<file path="src/rtl/adxl345_pkg.sv">
// adxl345_pkg: register map, reset constants and FSM states shared by the ADXL345 SPI responder
package adxl345_pkg;
  localparam logic [5:0] DEVID       = 6'h00;
  localparam logic [5:0] BW_RATE     = 6'h2C;
  localparam logic [5:0] POWER_CTL   = 6'h2D;
  localparam logic [5:0] INT_ENABLE  = 6'h2E;
  localparam logic [5:0] INT_SOURCE  = 6'h30;
  localparam logic [5:0] DATA_FORMAT = 6'h31;
  localparam logic [5:0] DATAX0      = 6'h32;
  localparam logic [5:0] DATAX1      = 6'h33;
  localparam logic [5:0] DATAY0      = 6'h34;
  localparam logic [5:0] DATAY1      = 6'h35;
  localparam logic [5:0] DATAZ0      = 6'h36;
  localparam logic [5:0] DATAZ1      = 6'h37;
  localparam logic [5:0] FIFO_STATUS = 6'h39;
  localparam logic [7:0] BW_RATE_RST = 8'h0A;
  typedef enum logic [1:0] {IDLE, CMD, RD, WR} state_t;
  function automatic logic is_read_only(input logic [5:0] a);
    return a == DEVID || a == INT_SOURCE || (a >= DATAX0 && a <= DATAZ1) || a == FIFO_STATUS;
  endfunction
  // Reserved block 0x01-0x1C also drops writes so it always reads back 0
  function automatic logic is_writable(input logic [5:0] a);
    return !is_read_only(a) && !(a >= 6'h01 && a <= 6'h1C);
  endfunction
endpackage

</file>
<file path="src/rtl/spi_pin_sync.sv">
// spi_pin_sync: synchronises SPI pins into the clk domain and derives sclk/cs edge strobes
module spi_pin_sync #(
  parameter int SYNC_STAGES = 2
) (
  input  logic clk,
  input  logic rst_n,
  input  logic sclk,
  input  logic cs_n,
  input  logic sdio,
  output logic sclk_rise,
  output logic sclk_fall,
  output logic cs_fall,
  output logic cs_rise,
  output logic cs_n_s,
  output logic sdio_s
);
  logic [SYNC_STAGES-1:0] sclk_q, cs_q, sdio_q;
  logic sclk_d, cs_d;
  always_ff @(posedge clk or negedge rst_n)
    if (!rst_n) begin
      sclk_q <= '1;
      cs_q   <= '1;
      sdio_q <= '0;
      sclk_d <= 1'b1;
      cs_d   <= 1'b1;
    end else begin
      sclk_q <= {sclk_q[SYNC_STAGES-2:0], sclk};
      cs_q   <= {cs_q[SYNC_STAGES-2:0], cs_n};
      sdio_q <= {sdio_q[SYNC_STAGES-2:0], sdio};
      sclk_d <= sclk_q[SYNC_STAGES-1];
      cs_d   <= cs_q[SYNC_STAGES-1];
    end
  assign sclk_rise = sclk_q[SYNC_STAGES-1] & ~sclk_d;
  assign sclk_fall = ~sclk_q[SYNC_STAGES-1] & sclk_d;
  assign cs_fall   = ~cs_q[SYNC_STAGES-1] & cs_d;
  assign cs_rise   = cs_q[SYNC_STAGES-1] & ~cs_d;
  assign cs_n_s    = cs_q[SYNC_STAGES-1];
  assign sdio_s    = sdio_q[SYNC_STAGES-1];
endmodule

</file>
<file path="src/rtl/adxl345_spi_responder.sv">
// adxl345_spi_responder: 3-wire SPI slave emulating the ADXL345 register file, sample data and INT1
module adxl345_spi_responder
  import adxl345_pkg::*;
#(
  parameter int         SYNC_STAGES = 2,
  parameter logic [7:0] DEVID_VAL   = 8'hE5
) (
  input  logic        clk_clk,
  input  logic        reset_reset_n,
  input  logic        spi_sclk,
  input  logic        spi_cs_n,
  input  logic        spi_sdio_in,
  output logic        spi_sdio_out,
  output logic        spi_sdio_oe,
  output logic        int1,
  input  logic        sample_valid,
  input  logic [15:0] sample_x,
  input  logic [15:0] sample_y,
  input  logic [15:0] sample_z
);
  logic sclk_rise, sclk_fall, cs_fall, cs_rise, cs_n_s, sdio_s;
  state_t      state;
  logic [2:0]  bit_cnt;
  logic [7:0]  sh;
  logic [5:0]  addr;
  logic        mb;
  logic [7:0]  regs [64];
  logic [47:0] shadow;
  logic        pending;
  logic        copy, rd_clr;
  logic [7:0]  wr_data;

  spi_pin_sync #(.SYNC_STAGES(SYNC_STAGES)) u_sync (
    .clk(clk_clk), .rst_n(reset_reset_n), .sclk(spi_sclk), .cs_n(spi_cs_n), .sdio(spi_sdio_in),
    .sclk_rise(sclk_rise), .sclk_fall(sclk_fall), .cs_fall(cs_fall), .cs_rise(cs_rise),
    .cs_n_s(cs_n_s), .sdio_s(sdio_s)
  );

  // Samples land in the data registers only while deselected so multi-byte reads stay coherent
  assign copy    = pending & cs_n_s;
  assign rd_clr  = state == RD && sclk_rise && bit_cnt == 3'd7 && addr == DATAZ1;
  assign wr_data = {sh[6:0], sdio_s};

  always_ff @(posedge clk_clk or negedge reset_reset_n)
    if (!reset_reset_n) begin
      state        <= IDLE;
      bit_cnt      <= '0;
      sh           <= '0;
      addr         <= '0;
      mb           <= 1'b0;
      spi_sdio_out <= 1'b0;
      spi_sdio_oe  <= 1'b0;
      int1         <= 1'b0;
      shadow       <= '0;
      pending      <= 1'b0;
      for (int i = 0; i < 64; i++) regs[i] <= '0;
      regs[DEVID]   <= DEVID_VAL;
      regs[BW_RATE] <= BW_RATE_RST;
    end else begin
      int1    <= |(regs[INT_SOURCE] & regs[INT_ENABLE]);
      pending <= sample_valid | (pending & ~copy);
      if (sample_valid) shadow <= {sample_x, sample_y, sample_z};
      if (copy) begin
        regs[DATAX0] <= shadow[39:32];
        regs[DATAX1] <= shadow[47:40];
        regs[DATAY0] <= shadow[23:16];
        regs[DATAY1] <= shadow[31:24];
        regs[DATAZ0] <= shadow[7:0];
        regs[DATAZ1] <= shadow[15:8];
      end
      regs[INT_SOURCE] <= {copy | (regs[INT_SOURCE][7] & ~rd_clr), 6'd0,
                           (copy & regs[INT_SOURCE][7]) | (regs[INT_SOURCE][0] & ~rd_clr)};
      if (cs_rise) begin
        state        <= IDLE;
        bit_cnt      <= '0;
        spi_sdio_oe  <= 1'b0;
        spi_sdio_out <= 1'b0;
      end else if (cs_fall) begin
        state   <= CMD;
        bit_cnt <= '0;
      end else if (sclk_rise && state != IDLE) begin
        bit_cnt <= bit_cnt + 3'd1;
        if (state != RD) sh <= wr_data;
        if (bit_cnt == 3'd7) begin
          if (state == CMD) begin
            state <= sh[6] ? RD : WR;
            addr  <= wr_data[5:0];
            mb    <= sh[5];
          end else begin
            addr <= addr + 6'(mb);
            if (state == WR && is_writable(addr)) regs[addr] <= wr_data;
          end
        end
      end else if (sclk_fall && state == RD) begin
        spi_sdio_oe <= 1'b1;
        {spi_sdio_out, sh} <= bit_cnt == 3'd0 ? {regs[addr], 1'b0} : {sh, 1'b0};
      end
    end
endmodule

</file>
<file path="config.mk">
export PLATFORM = sky130hd
export DESIGN_NAME = adxl345_spi_responder
export DESIGN_NICKNAME = d
export VERILOG_FILES = /design/src/rtl/adxl345_pkg.sv /design/src/rtl/spi_pin_sync.sv /design/src/rtl/adxl345_spi_responder.sv
export SDC_FILE = /design/constraint.sdc
export NUM_CORES = 1
export LEC_CHECK = 0
export ABC_AREA = 1
export CORE_AREA = 2 2 187 235
export CTS_CLUSTER_DIAMETER = 30
export DETAILED_ROUTE_END_ITERATION = 7
export DIE_AREA = 0 0 189 237
export GPL_ROUTABILITY_DRIVEN = 0
export HOLD_SLACK_MARGIN = 0.12
export PLACE_DENSITY = 0.78
export SYNTH_ARGS = -nofsm -noshare
export SYNTH_HDL_FRONTEND = slang
export SYNTH_SLANG_ARGS = --single-unit
export TNS_END_PERCENT = 50
</file>
<file path="constraint.sdc">
create_clock -name clk_clk -period 2.3 [get_ports clk_clk]
set_input_delay 0.46 -clock clk_clk [delete_from_list [all_inputs] [get_ports clk_clk]]
set_output_delay 0.46 -clock clk_clk [all_outputs]
set_load 0.01 [all_outputs]
</file>
==> impl_metrics.json <==
{
  "status": "finished, violations left",
  "violations": "setup timing",
  "boundaryPins": 57,
  "p_leak_uw": 0.0151,
  "cts_tree": "built",
  "synth_area_um2": 26200,
  "setup_viol": 1,
  "antenna_found_initial": 0,
  "pwr-share-seq_pct": 38.2,
  "crit_arrival_ps": 2840,
  "hold_viol": 0,
  "grt_usage_pct": 29.8,
  "fin_setup_tns_ps": -8.63,
  "layout_common_cells": "nand2_1 (811), dfrtp_1 (577), o21ai_0 (377)",
  "period_minus_slack_ps": 2310,
  "sw_frac_of_total_pct": 26.2,
  "dieHeight_um": 237,
  "cap_viol_max_count": 0,
  "p_clk_share_pct": 52.8,
  "vdd_drop_max_uv": 799,
  "required_ps": 2830,
  "root_buffer": "clkbuf_16",
  "clock_path_buffers": 3,
  "p_int_uw": 21100,
  "clk_latency_ps": 660,
  "grt_start_max_net_pins": 99,
  "r2r_cells": 13,
  "drv_slew": 0,
  "final.setup.worst_slack_ps": -8.63,
  "die_w_um": 189,
  "ys_warn_count": 0,
  "path_cells": "buf_12 -> buf_4 -> nor2_1 -> nor2_1 -> nand2_1 -> nand2_1 -> o21ai_0 -> buf_4 -> nand3_1 -> nor2_1 -> nand2_1 -> nand2_1 -> nand2_1",
  "wl_per_cell_um": 18.0,
  "cts_sinks": 592,
  "clk_pin_slew_ps": 60,
  "syn-instance-count": 3118,
  "core_area_um2": 42600,
  "num_rows": 85,
  "grt_pass1_wl_um": 106000,
  "combPwrFrac_pct": 9.0,
  "fin_area_um2": 30900,
  "num_vias": 20100,
  "mostFrequentLayoutCell": "nand2_1",
  "ys_types": 36,
  "min_path_cells": 1,
  "cts_made_buffers": 99,
  "ys_seq_elements": 592,
  "h-tree-depth": 3,
  "start_kind": "flop",
  "cp_max_fo": 45,
  "critical-path-slowest-cell": "dfrtp_4",
  "drive_above_1_share_pct": 14.5,
  "max_freq_ghz": 0.433,
  "initial_core_util_pct": 61.5,
  "worst-setup-path-type": "reg2reg",
  "worstHoldPathType": "in2reg",
  "postSynthAreaPerCell_um2": 8.41,
  "die_area_um2": 44800,
  "yosysSeqAreaShare_pct": 56.5,
  "crit_path_frequent_cell": "nand2_1",
  "antenna_left": 0,
  "rsz0062_at_grt": "yes",
  "skew_ps": 29.9,
  "seq_area_um2": 14800,
  "relSlewSlack_pct": 46.9,
  "p_per_area_nw_per_um2": 926,
  "holdWs_ps": 209,
  "p_switching_uw": 7500,
  "placed_area_um2": 27200,
  "port_buffers": 56,
  "drt-total-wl_um": 65700,
  "grt_pass1_vias": 20600,
  "max_stage_delay_ps": 560,
  "syn_to_final_growth_pct": 17.9,
  "dr.first_iter.drc_count": 2048,
  "vias_per_cell": 5.49,
  "multi_input_area_um2": 8440,
  "drc": 0,
  "place_hpwl_um": 40300,
  "antenna_cells": 0,
  "fill_cells": 2827,
  "first_pass_iters": 6,
  "grt-ovfl-total": 0,
  "worst_slew_pin_slew_ps": 793,
  "nNetsFinal": 3072,
  "cp-end-kind": "flop",
  "period_share_pct": 100
}
[kinds of logic (layout without fill, tap and decap cells)]
group | count (synthesis) | count (layout) | synth area share, %
adder cells (fa/ha/maj) | 7 | 7 | 0.334
AO/OA/AOI/OAI | 519 | 519 | 10.6
XOR/XNOR | 1 | 1 | 0.0334
other | 1 | 6 | 0.0143
buffers and inverters | 767 | 738 | 11.6
flip-flops | 592 | 592 | 56.5
AND/OR/NAND/NOR | 1231 | 1233 | 20.9
[power groups by stage]
| stage | Sequential, uW | Clock [uW] | Combinational, uW |
|---|---|---|---|
| floorplan | 11100 | 0 | 1300 |
| global placement | 11100 | 0 | 2460 |
| detailed placement | 11100 | 0 | 2510 |
| CTS | 10900 | 15200 | 2550 |
| global route | 11000 | 15800 | 2800 |
| finish | 10900 | 15100 | 2580 |
[metal layers]
layer / share of wire (%) / wire length (um) / track usage (%) / up-vias
met3: 6.9 / 4530 / 5.78 / 231
li1: - / - / - / 9376
met4: 5.8 / 3810 / 17.0 / 0
met2: 48 / 31700 / 49.0 / 867
met1: 39 / 25700 / 37.1 / 9638
met5: 0 / 0 / 0 / -
[registers in the layout, summed over array words and instances, names as in the netlist, 2 cells and up]
name and flops:
u_sync.sdio_q 2, state 2, bit_cnt 3, u_sync.sclk_q 2
addr 6, regs 512, sh 8, shadow 48
u_sync.cs_q 2
[worst max-delay path: cells and delay by family (launching register included)]
kind,cells,cell delay [ps]
flops,1,560
simple gates,9,810
compound gates,1,210
buf+inv,3,590
[synth_stat cells, drive strengths merged]
master	count	share of area (%)
dfrtp	579	55
inv	362	5.2
buf	67	1.6
dfstp	13	1.3
nor2	151	2.3
clkbuf	338	4.8
nor3	3	0.14
o21ai	430	8.2
or2	76	1.8
a21oi	13	0.25
nor4	2	0.048
o21a	1	0.029
nand4	31	2.0
o211ai	66	1.9
o22ai	5	0.12
a22oi	1	0.029
a21o	1	0.029
conb	1	0.014
nand3	152	2.9
a221oi	2	0.067
xor2	1	0.033
nand2	816	12
ha	7	0.33
[per-stage QoR]
| stage | power (uW) | utilization (%) | cells | setup WS, ps |
|---|---|---|---|---|
| global route | 29600 | 72.6 | 3661 | -109 |
| detailed placement | 13600 | 63.8 | 3459 | 81.3 |
| floorplan | 12400 | - | 3123 | 199 |
| finish | 28600 | 72.6 | 3661 | -8.63 |
| CTS | 28700 | 72.0 | 3646 | 2.06 |
| global placement | 13600 | 63.8 | 3459 | 85.5 |
[cell type report]
type	instances	share of cell area, %
flip-flops and latches	592	47.9
multi-input cells	1766	27.3
clock buffers	118	8.53
repair buffers	190	6.81
inverters	362	4.40
clock inverters	68	2.76
well taps	565	2.28
[worst paths after layout]
| kind | to | start | slack (ps) |
|---|---|---|---|
| setup / recovery | sh[6]$_DFFE_PN0P_ | addr[0]$_DFFE_PN0P_ | -9 |
| hold / removal | u_sync.sclk_q[0]$_DFF_PN1_ | spi_sclk | 210 |
| setup reg to reg | sh[6]$_DFFE_PN0P_ | addr[0]$_DFFE_PN0P_ | -9 |
| hold reg to reg | u_sync.sdio_q[1]$_DFF_PN0_ | u_sync.sdio_q[0]$_DFF_PN0_ | 350 |
| max in group asynchronous | u_sync.cs_d$_DFF_PN1_ | reset_reset_n | 1090 |
| min in group asynchronous | regs[354]$_DFFE_PN0P_ | reset_reset_n | 360 |
[what timing repair did]
action	CTS	global route
buffers inserted	0	7
cloned	0	8
pin swaps	1	8
setup endpoints to repair	1	164
gates resized for setup	0	22
hold buffers	1	0
endpoints found under the hold margin	31	0
(Power assumes the default switching activity.)
==> RTL change: new RTL, same flow settings <==
Register the output `spi_sdio_oe` once more; this adds one clock of latency there. The other outputs are not delayed to match.
--- a/src/rtl/adxl345_spi_responder.sv
+++ b/src/rtl/adxl345_spi_responder.sv
@@ -18,6 +18,8 @@
   input  logic [15:0] sample_y,
   input  logic [15:0] sample_z
 );
+
+  logic spi_sdio_oe_s0;
   logic sclk_rise, sclk_fall, cs_fall, cs_rise, cs_n_s, sdio_s;
   state_t      state;
   logic [2:0]  bit_cnt;
@@ -49,7 +51,7 @@
       addr         <= '0;
       mb           <= 1'b0;
       spi_sdio_out <= 1'b0;
-      spi_sdio_oe  <= 1'b0;
+      spi_sdio_oe_s0 <= 1'b0;
       int1         <= 1'b0;
       shadow       <= '0;
       pending      <= 1'b0;
@@ -73,7 +75,7 @@
       if (cs_rise) begin
         state        <= IDLE;
         bit_cnt      <= '0;
-        spi_sdio_oe  <= 1'b0;
+        spi_sdio_oe_s0 <= 1'b0;
         spi_sdio_out <= 1'b0;
       end else if (cs_fall) begin
         state   <= CMD;
@@ -92,9 +94,13 @@
           end
         end
       end else if (sclk_fall && state == RD) begin
-        spi_sdio_oe <= 1'b1;
+        spi_sdio_oe_s0 <= 1'b1;
         {spi_sdio_out, sh} <= bit_cnt == 3'd0 ? {regs[addr], 1'b0} : {sh, 1'b0};
       end
     end
+  always_ff @(posedge clk_clk) begin
+      spi_sdio_oe <= spi_sdio_oe_s0;
+  end
+
 endmodule
 
Check against the original RTL: not settled (the Yosys comparison gave no result); the edit may change what the design does.
==> RTL change against the unedited design <==
  * Via count fell by 0.71%
  * Cell count decreased by 0.49%
  * Die area did not move
  * Area after synthesis about the same
  * Routed wire length down 0.79%
  * Critical path depth fell by 1
  * Non-clock buffer count is 17 lower
  * Setup slack improved by 0.038 ns
  * Worst hold slack improved by 0.036 ns
  * Sequential cell count up 1
  * Total power up 1.3%
  * Design area is essentially flat
  * Clock skew decreased by 0.011 ns
  * Combinational power is essentially flat
  * Critical path type unchanged
  * Largest cell class unchanged
==> RTL change: results (changes against the unedited design) <==
worst hold path depth - 1 (unchanged)
Main synth FF type - dfrtp_1
synth cell count leaders - nand2_1 (815), dfrtp_1 (579), o21ai_0 (384), inv_1 (359), clkbuf_1 (338)
worst-skew pair later-pin latency - 0.64 ns (-0.02 ns)
total CTS buffers - 97 (-2.0%)
Hold Startpoint - spi_sclk
Tightest Hold Check Type - input pin to register
Vias - 19,969 (-0.71%)
fraction of layout cells with a size suffix above 1 - 14.26% (-0.27 points)
IO buf count - 56 (unchanged)
GRT Overall Usage - 28.97% (-0.87 points)
TritonRoute pass-1 iters - 6 (unchanged)
peak supply drop - 747.8 uV (-6.4%)
fin. max-slew vios - 0 (unchanged)
largest net degree at the start of global routing - 99 (unchanged)
setup violators final - 0 (-1)
switch share - 25.26% (-0.93 points)
Synthesis Warnings - 0 (unchanged)
initial DRC count - 1,975 (-3.6%)
Area contributors post-synth - dfrtp_1 (55%), nand2_1 (12%), o21ai_0 (7.3%)
outcome - finished clean
CP Max Fanout - 36 (-20%)
initial antenna violation count - 0 (unchanged)
Post-synth ARST share - 99.83% (-0.17 points)
Worst Hold End - u_sync.sclk_q[0]$_DFF_PN1_
register clock-pin slew on the reported worst setup and hold paths - 0.05 ns
library cells used by synthesis - 37 (+2.8%)
CTS Buffer Depth - 3 (unchanged)
Arrival @ worst endpoint - 2.79 ns (-0.05 ns)
measured slew at the worst slew-check pin - 0.7837 ns (-0.009459 ns)
reg-to-reg critical path startpoint - addr[0]$_DFFE_PN0P_
Logic pwr share - 8.9%
first-pass GRT wire length - 102,600 um (-2.8%)
root buf cell - clkbuf_16
RR Endpoint - sh[2]$_DFFE_PN0P_
final wirelength - 65,210 um (-0.79%)
Nets - 3,057 (-0.49%)
Clock Skew - 0.01914 ns (-0.01075 ns)
register area share after synthesis - 56.56% (about the same)
flop-to-flop setup slack - 0.03 ns (+0.04 ns)
Leak - 15.12 nW (about the same)
HPWL after DPL - 39,030 um (-3.3%)
largest registers - regs (512), shadow (48), sh (8)
Worst R2R Path Depth - 12 (-1)
-- RTL change: cell type report --
type                       instances  area (um2)
timing repair buffer             173        1967
multi-input combinational       1769        8509
tap                              565       706.9
sequential                       593       14860
inverter                         362        1361
clock buffer                     118        2656
clock inverter                    63       874.6
fill                            2880       11720
-- RTL change: stage by stage --
step	cells	util, %	setup WS, ns	instance area, um2	hold slack [ns]
2_1_floorplan	3124	-	0.1989	26280	0.1644
3_3_place_gp	3446	63.47	-0.008245	27070	0.3370
3_5_place_dp	3446	63.47	-0.04042	27070	0.3355
4_1_cts	3628	71.78	0.03490	30610	0.2266
5_1_grt	3643	72.53	-0.08666	30930	0.2418
6_report	3643	72.53	0.02946	30930	0.2449
-- RTL change: logic make-up after synthesis --
family,synth area share (%)
and+or+nand+nor,20.86
buffers and inverters,11.60
DFF,56.56
AOI/OAI and AO/OA,10.60
adders and majority gates,0.3336
xor gates and xnor gates,0.03336
other,0.01428
-- RTL change: repair_timing --
| item | in CTS | in global routing |
|---|---|---|
| endpoints found under the setup margin | 2 | 87 |
| cloned | 0 | 8 |
| hold buffers | 1 | 0 |
| resized for setup | 2 | 32 |
| pin swaps | 0 | 10 |
| hold endpoints to repair | 27 | 0 |
| setup buffers | 0 | 7 |
-- RTL change: per-layer routing --
layer  share of wire (%)  vias up  GRT usage [%]
met3                 7.4      184          5.128
met4                 5.0        0          15.89
met5                   0        -              0
met1                  39     9592          36.63
met2                  49      840          47.55
li1                    -     9353              -
-- RTL change: worst max-delay path: stages, from the launching register on --
cell and delay (ns):
dfrtp_4 0.56, buf_12 0.23, buf_4 0.21, buf_4 0.19, nand2_1 0.07, nand3_1 0.08, nand2_1 0.07, o21ai_0 0.35
nand3_1 0.12, nor2_1 0.10, nand2_1 0.05, nand2_1 0.06, nand2_1 0.05
-- RTL change: power groups by stage --
stage | sequential [mW] | clock, mW | combinational (mW)
finish | 11.0 | 15.4 | 2.58
global route | 11.0 | 16.1 | 2.82
CTS | 11.0 | 15.6 | 2.52
detailed placement | 11.1 | 0 | 2.49
global placement | 11.1 | 0 | 2.42
floorplan | 11.1 | 0 | 1.30
-- RTL change: worst max-delay path by stage --
stage,cells past startpoint,endpoint,startpoint
3_3_place_gp,11,sh[6]$_DFFE_PN0P_,addr[0]$_DFFE_PN0P_
2_1_floorplan,10,regs[278]$_DFFE_PN0P_,u_sync.cs_q[1]$_DFF_PN1_
6_report,12,sh[2]$_DFFE_PN0P_,addr[0]$_DFFE_PN0P_
5_1_grt,12,sh[2]$_DFFE_PN0P_,addr[0]$_DFFE_PN0P_
3_5_place_dp,11,sh[6]$_DFFE_PN0P_,addr[0]$_DFFE_PN0P_
4_1_cts,12,sh[5]$_DFFE_PN0P_,addr[0]$_DFFE_PN0P_
